File: src/rtl/chan_mux_arb_if.sv
// Channel mux bus: producer-side channels plus the registered output handshake.
interface chan_mux_arb_if #(
  parameter int unsigned N_CH   = 4,
  parameter int unsigned DATA_W = 8
);
  localparam int unsigned SEL_W = $clog2(N_CH);

  logic                     cs;
  logic                     mode;
  logic [SEL_W-1:0]         sel;
  logic [N_CH*DATA_W-1:0]   in_data;
  logic [N_CH-1:0]          in_valid;
  logic [N_CH-1:0]          in_ready;
  logic [DATA_W-1:0]        out_data;
  logic [SEL_W-1:0]         out_chan;
  logic                     out_valid;
  logic                     out_ready;

  // Master drives channels and controls; slave is the mux.
  modport master (
    output cs, mode, sel, in_data, in_valid, out_ready,
    input  in_ready, out_data, out_chan, out_valid
  );

  modport slave (
    input  cs, mode, sel, in_data, in_valid, out_ready,
    output in_ready, out_data, out_chan, out_valid
  );
endinterface

File: src/rtl/chan_mux_arb.sv
// Registered N-channel mux with direct or round-robin selection and a single
// valid/ready output register.
module chan_mux_arb #(
  parameter int unsigned N_CH   = 4,
  parameter int unsigned DATA_W = 8
) (
  input logic           clk,
  input logic           nReset,
  chan_mux_arb_if.slave bus
);
  localparam int unsigned SEL_W = $clog2(N_CH);

  logic [DATA_W-1:0] words [N_CH];
  logic              load;
  logic              grant;
  logic [SEL_W-1:0]  gnt_idx;
  logic              rr_hit;
  logic [SEL_W-1:0]  rr_idx;
  logic [SEL_W-1:0]  scan_idx;

  logic [DATA_W-1:0] data_q;
  logic [SEL_W-1:0]  chan_q;
  logic              valid_q;
  logic [SEL_W-1:0]  last_q;

  for (genvar i = 0; i < int'(N_CH); i++) begin : g_unpack
    assign words[i] = bus.in_data[i*DATA_W +: DATA_W];
  end

  // Output slot is free when empty or being drained this cycle.
  assign load = !valid_q || bus.out_ready;

  // Round-robin scan: first valid channel after the last one granted, with wrap.
  always_comb begin
    rr_hit   = 1'b0;
    rr_idx   = '0;
    scan_idx = '0;
    for (int unsigned k = 1; k <= N_CH; k++) begin
      scan_idx = SEL_W'((32'(last_q) + k) % N_CH);
      if (!rr_hit && bus.in_valid[scan_idx]) begin
        rr_hit = 1'b1;
        rr_idx = scan_idx;
      end
    end
  end

  // Grant decision; out-of-range sel never grants.
  always_comb begin
    grant   = 1'b0;
    gnt_idx = '0;
    if (bus.cs) begin
      if (bus.mode) begin
        grant   = rr_hit;
        gnt_idx = rr_idx;
      end else if ((32'(bus.sel) < N_CH) && bus.in_valid[bus.sel]) begin
        grant   = 1'b1;
        gnt_idx = bus.sel;
      end
    end
  end

  // Ready goes only to the granted channel, and only when the slot can load.
  always_comb begin
    bus.in_ready = '0;
    if (grant && load) begin
      bus.in_ready[gnt_idx] = 1'b1;
    end
  end

  assign bus.out_data  = data_q;
  assign bus.out_chan  = chan_q;
  assign bus.out_valid = valid_q;

  // Output register and round-robin pointer; empty slot always reads as zero.
  always_ff @(posedge clk or negedge nReset) begin
    if (!nReset) begin
      valid_q <= 1'b0;
      data_q  <= '0;
      chan_q  <= '0;
      last_q  <= SEL_W'(N_CH - 1);
    end else if (load) begin
      if (grant) begin
        valid_q <= 1'b1;
        data_q  <= words[gnt_idx];
        chan_q  <= gnt_idx;
        if (bus.mode) begin
          last_q <= gnt_idx;
        end
      end else begin
        valid_q <= 1'b0;
        data_q  <= '0;
        chan_q  <= '0;
      end
    end
  end
endmodule

File: src/flat_wrapper.sv
// flat-port wrapper written by rule: the top's interface ports become plain ports
module chan_mux_arb_flat 
#(
  parameter int unsigned N_CH   = 4,
  parameter int unsigned DATA_W = 8
)
  (clk, nReset, bus_cs, bus_mode, bus_sel, bus_in_data, bus_in_valid, bus_out_ready, bus_in_ready, bus_out_data, bus_out_chan, bus_out_valid);
  chan_mux_arb_if #(.N_CH(N_CH), .DATA_W(DATA_W)) bus_i ();
  input logic clk;
  input logic nReset;
  input wire logic [$bits(bus_i.cs)-1:0] bus_cs;
  input wire logic [$bits(bus_i.mode)-1:0] bus_mode;
  input wire logic [$bits(bus_i.sel)-1:0] bus_sel;
  input wire logic [$bits(bus_i.in_data)-1:0] bus_in_data;
  input wire logic [$bits(bus_i.in_valid)-1:0] bus_in_valid;
  input wire logic [$bits(bus_i.out_ready)-1:0] bus_out_ready;
  output wire logic [$bits(bus_i.in_ready)-1:0] bus_in_ready;
  output wire logic [$bits(bus_i.out_data)-1:0] bus_out_data;
  output wire logic [$bits(bus_i.out_chan)-1:0] bus_out_chan;
  output wire logic [$bits(bus_i.out_valid)-1:0] bus_out_valid;
  assign bus_i.cs = bus_cs;
  assign bus_i.mode = bus_mode;
  assign bus_i.sel = bus_sel;
  assign bus_i.in_data = bus_in_data;
  assign bus_i.in_valid = bus_in_valid;
  assign bus_i.out_ready = bus_out_ready;
  assign bus_in_ready = bus_i.in_ready;
  assign bus_out_data = bus_i.out_data;
  assign bus_out_chan = bus_i.out_chan;
  assign bus_out_valid = bus_i.out_valid;
  chan_mux_arb #(.N_CH(N_CH), .DATA_W(DATA_W)) u_core (.clk(clk), .nReset(nReset), .bus(bus_i));
endmodule
File: config.mk
export PLATFORM = sky130hd
export DESIGN_NAME = chan_mux_arb_flat
export DESIGN_NICKNAME = d
export VERILOG_FILES = /design/src/rtl/chan_mux_arb_if.sv /design/src/rtl/chan_mux_arb.sv /design/src/flat_wrapper.sv
export SDC_FILE = /design/constraint.sdc
export NUM_CORES = 1
export LEC_CHECK = 0
export BUFFER_PORTS_ARGS = -buffer_cell sky130_fd_sc_hd__buf_2
export CAP_MARGIN = 10
export CORE_MARGIN = 2
export CORE_UTILIZATION = 35
export CTS_BUF_LIST = sky130_fd_sc_hd__clkbuf_4 sky130_fd_sc_hd__clkbuf_8
export DETAILED_ROUTE_END_ITERATION = 16
export GPL_ROUTABILITY_DRIVEN = 1
export PLACE_DENSITY = 0.76
export SLEW_MARGIN = 20
export SYNTH_ARGS = -nofsm -noshare
export SYNTH_HDL_FRONTEND = slang
export SYNTH_SLANG_ARGS = --single-unit
File: constraint.sdc
create_clock -name clk -period 2.3 [get_ports clk]
set_input_delay 0.575 -clock clk [delete_from_list [all_inputs] [get_ports clk]]
set_output_delay 0.575 -clock clk [all_outputs]
set_load 0.05 [all_outputs]
== Word-level counts from Yosys, hierarchy flattened ==
Index checks and enable logic that the tools add are counted.
Word-level totals
  word-level logic and storage cells: 61
  output and inout port bits: 15
  register bits after elaboration: 13
  bits of input ports: 43
Cells by class
  add/sub/neg operators: 4
  multiplexer cells: 33
  bitwise logic cells: 1
  reduce and logical (&&, ||, !) cells: 11
  magnitude comparators: 8
Operators by type and width (count)
  two-way mux 8 bit: 3
  less-than comparator 2 x 3 -> 1 bit, second input constant: 6
  binary-select mux 8 bit (select 2 bit): 1
  two-way mux 2 bit: 8
  two-way mux 1 bit: 14
  binary-select mux 1 bit (select 2 bit): 5
  logical AND 1 bit: 5
  adder 2 x 1 -> 2 bit, second input constant: 2
  adder 2 bit, second input constant: 2
  logical NOT 1 bit: 4
  two-way mux 4 bit: 1
  >= comparator 3 bit, second input constant: 1
  inverter 2 -> 3 bit: 1
  AND reduction 3 bit: 1
  demux 1 bit (select 2 bit): 1
  >= comparator 2 x 1 -> 1 bit, second input constant: 1
  logical OR 1 bit: 1

== Longest topological paths before layout ==
Gate-level depths: netlist of run 1.
  word-level depth: 20
  mapped depth: 7
  depth with buffers taken out: 5

== Least setup slack after synthesis of run 1 ==
No wires, ideal clock.
  path kind: input to output
  start: input port bus_in_valid[3]
  end: output port bus_in_ready[1]
  buffers on the path: 0
  arrival: 2.451 ns
  data required time: 1.725 ns
  slack: -0.726 ns
  stages on the path: 5
  path through: mux2_2 > a32o_1 > o311ai_2 > nand2_1 > nor2b_1
On the way
  longest elaborated chain between the ends: 19
  elaborated cells on any way between the ends: 37
  those cells by class: order compare: 2; mux: 27; reduce/logical: 8
RTL lines
  start: declaration: RTL line flat_wrapper.sv:15  | input wire logic [$bits(bus_i.in_valid)-1:0] bus_in_valid;
  binary-select mux 1 bit (select 2 bit): RTL line chan_mux_arb.sv:40  | if (!rr_hit && bus.in_valid[scan_idx]) begin
  two-way mux 1 bit (implied by the code): RTL line chan_mux_arb.sv:40
  two-way mux 1 bit: RTL line chan_mux_arb.sv:40
  logical NOT 1 bit: RTL line chan_mux_arb.sv:40
  logical AND 1 bit: RTL line chan_mux_arb.sv:40
  two-way mux 1 bit: RTL line chan_mux_arb.sv:40
  logical NOT 1 bit: RTL line chan_mux_arb.sv:40
  logical AND 1 bit: RTL line chan_mux_arb.sv:40
  (+3 left out)
  two-way mux 2 bit: RTL line chan_mux_arb.sv:40
  two-way mux 2 bit: RTL line chan_mux_arb.sv:52  | if (bus.mode) begin
  two-way mux 2 bit: RTL line chan_mux_arb.sv:51  | if (bus.cs) begin
  less-than comparator 2 x 3 -> 1 bit (implied by the code) / >= comparator 2 x 1 -> 1 bit (equally long branches): RTL line chan_mux_arb.sv:66  | bus.in_ready[gnt_idx] = 1'b1;
  logical AND 1 bit (implied by the code): RTL line chan_mux_arb.sv:66
  two-way mux 1 bit (implied by the code): RTL line chan_mux_arb.sv:66
  demux 1 bit (select 2 bit)
  two-way mux 4 bit *: RTL line chan_mux_arb.sv:65  | if (grant && load) begin
  end: declaration: RTL line flat_wrapper.sv:17  | output wire logic [$bits(bus_i.in_ready)-1:0] bus_in_ready;
Every way passes the cells marked *; elsewhere a longest branch is shown, timed or not. The select of a mux whose other input is x is not followed.

== Worst setup path in the final report of run 1 ==
Ends and elaborated chain as after synthesis.

==> results.sh, run 1 <==
export IMPL_critical_path_reg2reg_startpoint="u_core.last_q[1]"
export IMPL_max_slew_margin_rel=0.616
export IMPL_rows=21
export IMPL_gpl_final_weighted_congestion=0.852
export IMPL_area_growth_pct=79.1
export IMPL_first_pass_grt_wire_length_um=6490
export IMPL_final_period_utilization=1.12
export IMPL_hold_buffers=0
export IMPL_syn_mean_instance_area_um2=8.70
export IMPL_slowest_stage="sky130_fd_sc_hd__a32o_2"
export IMPL_failed_checks="setup timing"
export IMPL_timing_worst_setup_path_type="in2out"
export IMPL_worst_path_buf_inv=2
export IMPL_initial_antenna_violation_count=0
export IMPL_route_detailed_vias_per_inst=5.27
export IMPL_hold_class="in2async"
export IMPL_fin_hold_ws_ns=0.162
export IMPL_layout_drive_gt1_share=0.603
export IMPL_tns_ns=-1.02
export IMPL_power_per_cell_area_nw_per_um2=538
export IMPL_drc_errors=0
export IMPL_met2WireLength_um=2080
export IMPL_post_drt_wl_per_cell_um=15.4
export IMPL_outcome="finished with violations"
export IMPL_cts_sink_count=13
export IMPL_syn_instance_count=137
export IMPL_final_max_slew_violation_count=0
export IMPL_detailroute_via_count=1448
export IMPL_mappedNetlistArea_um2=1190
export IMPL_cts_inserted_buffers=3
export IMPL_wl_met3_um=279
export IMPL_critPathMaxFanout=4
export IMPL_worst_skew_pair_late_latency_ns=0.28
export IMPL_yosysSeqAreaShare=0.275
export IMPL_setup_viol_count_final=5
export IMPL_drt_initial_drc_count=55
export IMPL_worst_path_dominant_cell_family="compound AO/OA/AOI/OAI gates"
export IMPL_vias_in_the_first_global_route=1443
export IMPL_floorplan_io_pins=58
export IMPL_die_outline_width_um=62.4
export IMPL_timing_final_ws_setup_ns=-0.270
export IMPL_floorplan_core_area_um2=3310
export IMPL_grt_setup_unrepaired="true"
export IMPL_r2r_slack_ns=-0.03
export IMPL_finish_utilization=0.645
export IMPL_synth_ff_type="sky130_fd_sc_hd__dfrtp_1"
export IMPL_clock_tree_from_tritoncts="built"
export IMPL_period_needed_ns=2.57
export IMPL_worst_clock_skew_ns=0.00499
export IMPL_power_switching_share=0.431
export IMPL_start_kind="primary input"
export IMPL_synth_seq_cells=13
export IMPL_start_util=0.360
export IMPL_routed_wirelength_um=4240
export IMPL_worstReg2RegEnd="u_core.bus.out_data[7]"
export IMPL_placement_io_buffers=57
export IMPL_synth_enable_flop_cells=0
export IMPL_timing_reg2reg_worst_path_depth=6
export IMPL_global_route_usage_total=0.207
export IMPL_drv_max_cap_violation_count=0
export IMPL_floorplan_die_area_um2=3890
export IMPL_worst_path_most_repeated_cell="sky130_fd_sc_hd__buf_8"
export IMPL_p_leak_uw=0.000991
export IMPL_netSwitchingPower_uw=495
export IMPL_clkTransAtPathRegs_ns=0.08
export IMPL_synth_net_count=180
export IMPL_n_antenna_cell=0
export IMPL_worst_endpoint_arrival_ns=2.00
export IMPL_hold_viol=0
export IMPL_grt_max_degree=14
export IMPL_cts_buffer_depth=2
export IMPL_nature_of_the_critical_path_endpoint="primary output"
export IMPL_power_frac_seq=0.257
export IMPL_cts_root_buf="sky130_fd_sc_hd__clkbuf_4"
export IMPL_synth_cell_types=39
export IMPL_vdd_ir_drop_worst_uv=323
export IMPL_drt_pass1_iter_count=4
export IMPL_synthArstFlopShare=1.00
export IMPL_wp_data_required_ns=1.73
export IMPL_ys_warnings_count=0
export IMPL_routed_top_layer="met4"
export IMPL_p_int_uw=654
export IMPL_crit_path_cell_trace="buf_8, mux2_4, a32o_2, o311ai_4, nand2_2, nor2b_4, buf_8"
export IMPL_grt_ovfl_total=0
export IMPL_die_height_um=62.4
export IMPL_pin_slew_with_the_least_headroom_to_its_limit_ns=0.561
export IMPL_max_freq_mhz=389
export IMPL_critical_path_max_stage_delay_ns=0.31
export IMPL_clockPowerShare=0.125
export IMPL_route_layer_met1_wl_um=1750
export IMPL_htree_levels=1
export IMPL_combinationalPowerShare=0.618
export IMPL_antenna_violating_nets_post_route=0
export IMPL_report_power_total_uw=1150
export IMPL_hpwl_um=2820
export IMPL_number_of_nets_in_the_layout=273
per-stage QoR:
stage / setup WS, ns / instances / cell area [um^2]
global placement: -0.364 / 266 / 1830
detailed placement: -0.382 / 266 / 1830
finish: -0.270 / 275 / 2140
CTS: -0.264 / 272 / 1960
global route: -0.317 / 275 / 2140
floorplan: -0.279 / 137 / 1280
synth_stat cells (all sizes together), types with 2 or more instances:
cell type / instances / area share
and2: 9 / 0.047
clkbuf: 5 / 0.016
inv: 10 / 0.031
mux2: 3 / 0.031
a2111oi: 15 / 0.13
a211oi: 18 / 0.12
a21o: 3 / 0.019
nand2b: 3 / 0.016
dfstp: 2 / 0.044
a211o: 2 / 0.022
o31ai: 2 / 0.013
nor2: 15 / 0.047
buf: 2 / 0.014
dfrtp: 11 / 0.23
nand2: 14 / 0.044
mux2i: 2 / 0.017
a22o: 2 / 0.022
o21ai: 2 / 0.0084
nor2b: 4 / 0.021
cells by family after synthesis:
kind of cell	count (synthesis)	share of synthesized area
AO/OA/AOI/OAI	50	0.382
buffers and inverters	17	0.0609
flip-flops	13	0.275
multiplexers	6	0.0672
AND/OR/NAND/NOR	51	0.215
cell type report:
class	count	area [um^2]
flip-flops and latches	13	328
well taps	46	57.6
inverters	10	37.5
clock buffers	3	22.5
repair buffers	93	606
multi-input cells	109	1080
fillers	284	1170
clock inverters	1	5.00
state kept, by name, indices dropped and copies added (netlist names):
register / count
u_core.bus.out_chan: 2
u_core.bus.out_data: 8
u_core.last_q: 2
u_core.bus.out_valid: 1
timing repair:
action                                  in CTS  in global routing
endpoints found under the setup margin      10                 12
resized for setup                           26                 23
setup buffers                                2                  1
gates cloned                                 0                  2
pin swaps                                    5                 10
worst max path at each step:
stage                           startpoint         endpoint  depth (start not counted)
after CTS                 u_core.last_q[1]  bus_in_ready[1]                          5
after global routing      u_core.last_q[1]  bus_in_ready[0]                          8
after global placement     bus_in_valid[3]  bus_in_ready[1]                          7
after floorplan            bus_in_valid[3]  bus_in_ready[1]                          5
final                      bus_in_valid[3]  bus_in_ready[1]                          7
after detailed placement   bus_in_valid[3]  bus_in_ready[1]                          7
cells in the final DEF, fill, tap and decap left out, drive strengths merged, types with 2 or more instances in the layout:
| cell | n |
|---|---|
| a2111oi | 15 |
| a211o | 3 |
| a211oi | 18 |
| a21o | 3 |
| a22o | 3 |
| and2 | 9 |
| buf | 93 |
| clkbuf | 3 |
| dfrtp | 11 |
| dfstp | 2 |
| inv | 10 |
| mux2 | 3 |
| mux2i | 2 |
| nand2 | 14 |
| nand2b | 3 |
| nor2 | 15 |
| nor2b | 4 |
| o21ai | 2 |
| o31ai | 2 |
metal layers:
layer | up-vias | track usage
met5 | - | 0
met4 | 0 | 0.0639
met3 | 11 | 0.0559
met2 | 56 | 0.353
met1 | 661 | 0.256
li1 | 720 | -
power by group through the flow:
stage	clock (uW)	sequential (uW)	combinational [uW]
floorplan	0	380	270
global placement	0	297	555
detailed placement	0	298	560
CTS	148	293	613
global route	162	300	756
finish	144	295	710
Power figures use the tool's default switching activity.
==> inputs of run 2 (changes only) <==
--- a/config.mk
+++ b/config.mk
@@ -5,6 +5,7 @@
 export SDC_FILE = /design/constraint.sdc
 export NUM_CORES = 1
 export LEC_CHECK = 0
+export ABC_AREA = 1
 export BUFFER_PORTS_ARGS = -buffer_cell sky130_fd_sc_hd__buf_2
 export CAP_MARGIN = 10
 export CORE_MARGIN = 2
==> results.sh, run 2 <==
export IMPL_outcome="finished with violations"
export IMPL_failed_checks="setup timing"
export IMPL_multi_input_comb_area_um2=861
export IMPL_power_switching_share=0.528
export IMPL_crit_path_cell_trace="buf_6, nand2_1, nand2_2, nand2_2, buf_4, nand2_1, nand2_1, nand2_2, nand2_2, nand3_4, inv_4, buf_4, nor3_4, buf_6"
export IMPL_critical_path_max_stage_delay_ns=0.59
export IMPL_synthArstFlopShare=1.00
export IMPL_initial_antenna_violation_count=0
export IMPL_grt_ovfl_total=0
export IMPL_floorplan_core_area_um2=3100
export IMPL_synth_enable_flop_cells=0
export IMPL_hpwl_um=2780
export IMPL_cts_sink_count=13
export IMPL_synth_seq_cells=13
export IMPL_clockPowerShare=0.069
export IMPL_fin_hold_ws_ns=0.166
export IMPL_finish_utilization=0.609
export IMPL_synth_net_count=235
export IMPL_placement_io_buffers=57
export IMPL_vdd_ir_drop_worst_uv=425
export IMPL_hold_viol=0
export IMPL_worst_path_most_repeated_cell="sky130_fd_sc_hd__nand2_2"
export IMPL_rows=20
export IMPL_p_int_uw=1010
export IMPL_htree_levels=1
export IMPL_drc_errors=0
export IMPL_slowest_stage="sky130_fd_sc_hd__dfstp_2"
export IMPL_period_needed_ns=2.80
export IMPL_pin_slew_with_the_least_headroom_to_its_limit_ns=0.264
export IMPL_detailroute_via_count=1572
export IMPL_final_seq_area_um2=328
export IMPL_synthMostInstantiatedCell="sky130_fd_sc_hd__nand2_1"
export IMPL_grt_setup_unrepaired="true"
export IMPL_final_cell_count_no_fill=319
export IMPL_die_outline_width_um=61.8
export IMPL_worst_clock_skew_ns=0.00286
export IMPL_yosys_area_top_type="sky130_fd_sc_hd__nand2_1"
export IMPL_cts_buffer_depth=2
export IMPL_numPlacedInstances=306
export IMPL_hold_class="in2async"
export IMPL_max_freq_mhz=357
export IMPL_critPathMaxFanout=4
export IMPL_die_height_um=61.8
export IMPL_layout_common_cells="64 x sky130_fd_sc_hd__nand2_1, 53 x sky130_fd_sc_hd__buf_2, 44 x sky130_fd_sc_hd__nand3_1, 26 x sky130_fd_sc_hd__buf_4, 22 x sky130_fd_sc_hd__nand2_2"
export IMPL_start_util=0.377
export IMPL_netSwitchingPower_uw=1130
export IMPL_worst_path_buf_inv=5
export IMPL_nature_of_the_critical_path_endpoint="primary output"
export IMPL_vias_in_the_first_global_route=1301
export IMPL_syn_mean_instance_area_um2=6.09
export IMPL_p_leak_uw=0.00106
export IMPL_layout_commonest_cell="sky130_fd_sc_hd__nand2_1"
export IMPL_start_kind="register"
export IMPL_power_frac_seq=0.161
export IMPL_worstReg2RegEnd="u_core.bus.out_data[5]"
export IMPL_routed_wirelength_um=3900
export IMPL_report_power_total_uw=2150
export IMPL_floorplan_io_pins=58
export IMPL_wp_data_required_ns=1.73
export IMPL_ys_warnings_count=0
export IMPL_drv_max_cap_violation_count=0
export IMPL_final_max_slew_violation_count=0
export IMPL_drt_pass1_iter_count=4
export IMPL_synth_cells_most_frequent="81 x sky130_fd_sc_hd__nand2_1, 50 x sky130_fd_sc_hd__nand3_1, 11 x sky130_fd_sc_hd__dfrtp_1, 8 x sky130_fd_sc_hd__inv_1, 8 x sky130_fd_sc_hd__nand2_2"
export IMPL_gpl_final_weighted_congestion=0.932
export IMPL_mappedNetlistArea_um2=1170
export IMPL_setup_viol_count_final=4
export IMPL_post_drt_wl_per_cell_um=12.2
export IMPL_syn_instance_count=192
export IMPL_antenna_violating_nets_post_route=0
export IMPL_global_route_usage_total=0.193
export IMPL_max_slew_margin_rel=0.822
export IMPL_final_fill_count=299
export IMPL_area_growth_pct=61.7
export IMPL_first_pass_grt_wire_length_um=5530
export IMPL_clock_tree_from_tritoncts="built"
export IMPL_number_of_nets_in_the_layout=319
export IMPL_critical_path_reg2reg_startpoint="u_core.last_q[0]"
export IMPL_grt_max_degree=19
export IMPL_synth_cell_types=20
export IMPL_floorplan_die_area_um2=3820
export IMPL_drt_initial_drc_count=111
export IMPL_r2r_slack_ns=0.01
export IMPL_worst_skew_pair_late_latency_ns=0.27
export IMPL_layout_drive_gt1_share=0.502
export IMPL_synth_top_area_frac=0.260
export IMPL_synth_ff_type="sky130_fd_sc_hd__dfrtp_1"
export IMPL_worst_endpoint_arrival_ns=2.22
export IMPL_timing_final_ws_setup_ns=-0.499
export IMPL_largest_register_ffs=8
export IMPL_timing_worst_setup_path_type="reg2out"
export IMPL_final_period_utilization=1.22
export IMPL_worst_path_dominant_cell_family="simple AND/OR/NAND/NOR gates"
export IMPL_cts_root_buf="sky130_fd_sc_hd__clkbuf_4"
export IMPL_cts_inserted_buffers=3
export IMPL_hold_buffers=0
export IMPL_n_antenna_cell=0
export IMPL_timing_reg2reg_worst_path_depth=17
export IMPL_area_contributors_post_synth="sky130_fd_sc_hd__nand2_1 26%, sky130_fd_sc_hd__dfrtp_1 24%, sky130_fd_sc_hd__nand3_1 21%"
export IMPL_power_per_cell_area_nw_per_um2=1140
export IMPL_clkTransAtPathRegs_ns=0.07
export IMPL_combinationalPowerShare=0.770
export IMPL_yosysSeqAreaShare=0.281
export IMPL_placement_stage_worst_setup_slack_ns=-0.328
export IMPL_route_detailed_vias_per_inst=4.93
-- run 2: power by group through the flow --
stage               clock network [uW]  logic [uW]  registers, uW
floorplan                            0         837            513
global placement                     0        1280            363
detailed placement                   0        1290            368
CTS                                151        1460            353
global route                       164        1780            354
finish                             148        1650            346
-- run 2: how the worst max path moves through the flow --
stage                                 from              end  slack (ns)  cells past startpoint
final                     u_core.last_q[0]  bus_in_ready[0]       -0.50                     14
after floorplan           u_core.last_q[0]  bus_in_ready[0]       -0.24                     14
after global placement     bus_in_valid[1]  bus_in_ready[0]       -0.34                     14
after global routing      u_core.last_q[0]  bus_in_ready[0]       -0.61                     14
after CTS                 u_core.last_q[0]  bus_in_ready[3]       -0.45                     13
after detailed placement   bus_in_valid[1]  bus_in_ready[0]       -0.33                     14
-- run 2: repair_timing --
action	in CTS	in global routing
resized for setup	26	16
setup buffers	8	3
setup endpoints to repair	7	12
pin swaps	6	8
-- run 2: cells by family after synthesis --
group / count (synthesis) / share of synthesized area
AND/OR/NAND/NOR: 150 / 0.579
buffers and inverters: 21 / 0.0964
AO/OA/AOI/OAI: 8 / 0.0439
flip-flops: 13 / 0.281
-- run 2: area by class of cell --
type | count | share of cell area
inverter | 13 | 0.0285
tap | 44 | 0.0291
sequential | 13 | 0.174
clock buffer | 4 | 0.0159
multi-input combinational | 158 | 0.456
timing repair buffer | 87 | 0.297
-- run 2: worst reg2reg max path, cell delays in order, from the launching register on --
cell,delay [ns]
sky130_fd_sc_hd__dfstp_2,0.59
sky130_fd_sc_hd__inv_4,0.08
sky130_fd_sc_hd__nand2_1,0.08
sky130_fd_sc_hd__nand2_2,0.07
sky130_fd_sc_hd__nand2_2,0.09
sky130_fd_sc_hd__nand2_4,0.07
sky130_fd_sc_hd__inv_2,0.07
sky130_fd_sc_hd__nand2_1,0.06
sky130_fd_sc_hd__nand2_1,0.07
sky130_fd_sc_hd__nand2_2,0.06
sky130_fd_sc_hd__o21ai_4,0.23
sky130_fd_sc_hd__buf_4,0.17
sky130_fd_sc_hd__buf_6,0.11
sky130_fd_sc_hd__buf_8,0.14
sky130_fd_sc_hd__nand3_1,0.09
sky130_fd_sc_hd__nand3_2,0.11
sky130_fd_sc_hd__nand3_2,0.10
sky130_fd_sc_hd__nand2_1,0.07
-- run 2: through the flow --
stage / TNS (ns) / area, um^2
5_1_grt: -3.43 / 1890
3_3_place_gp: -1.17 / 1670
4_1_cts: -1.72 / 1810
6_report: -1.87 / 1890
2_1_floorplan: -0.852 / 1230
3_5_place_dp: -1.20 / 1670
-- run 2: layer usage --
layer | vias up | part of all wire | GRT usage
li1 | 789 | - | -
met1 | 713 | 0.44 | 0.278
met2 | 62 | 0.48 | 0.298
met3 | 8 | 0.054 | 0.0228
met4 | 0 | 0.018 | 0.0669
met5 | - | 0 | 0
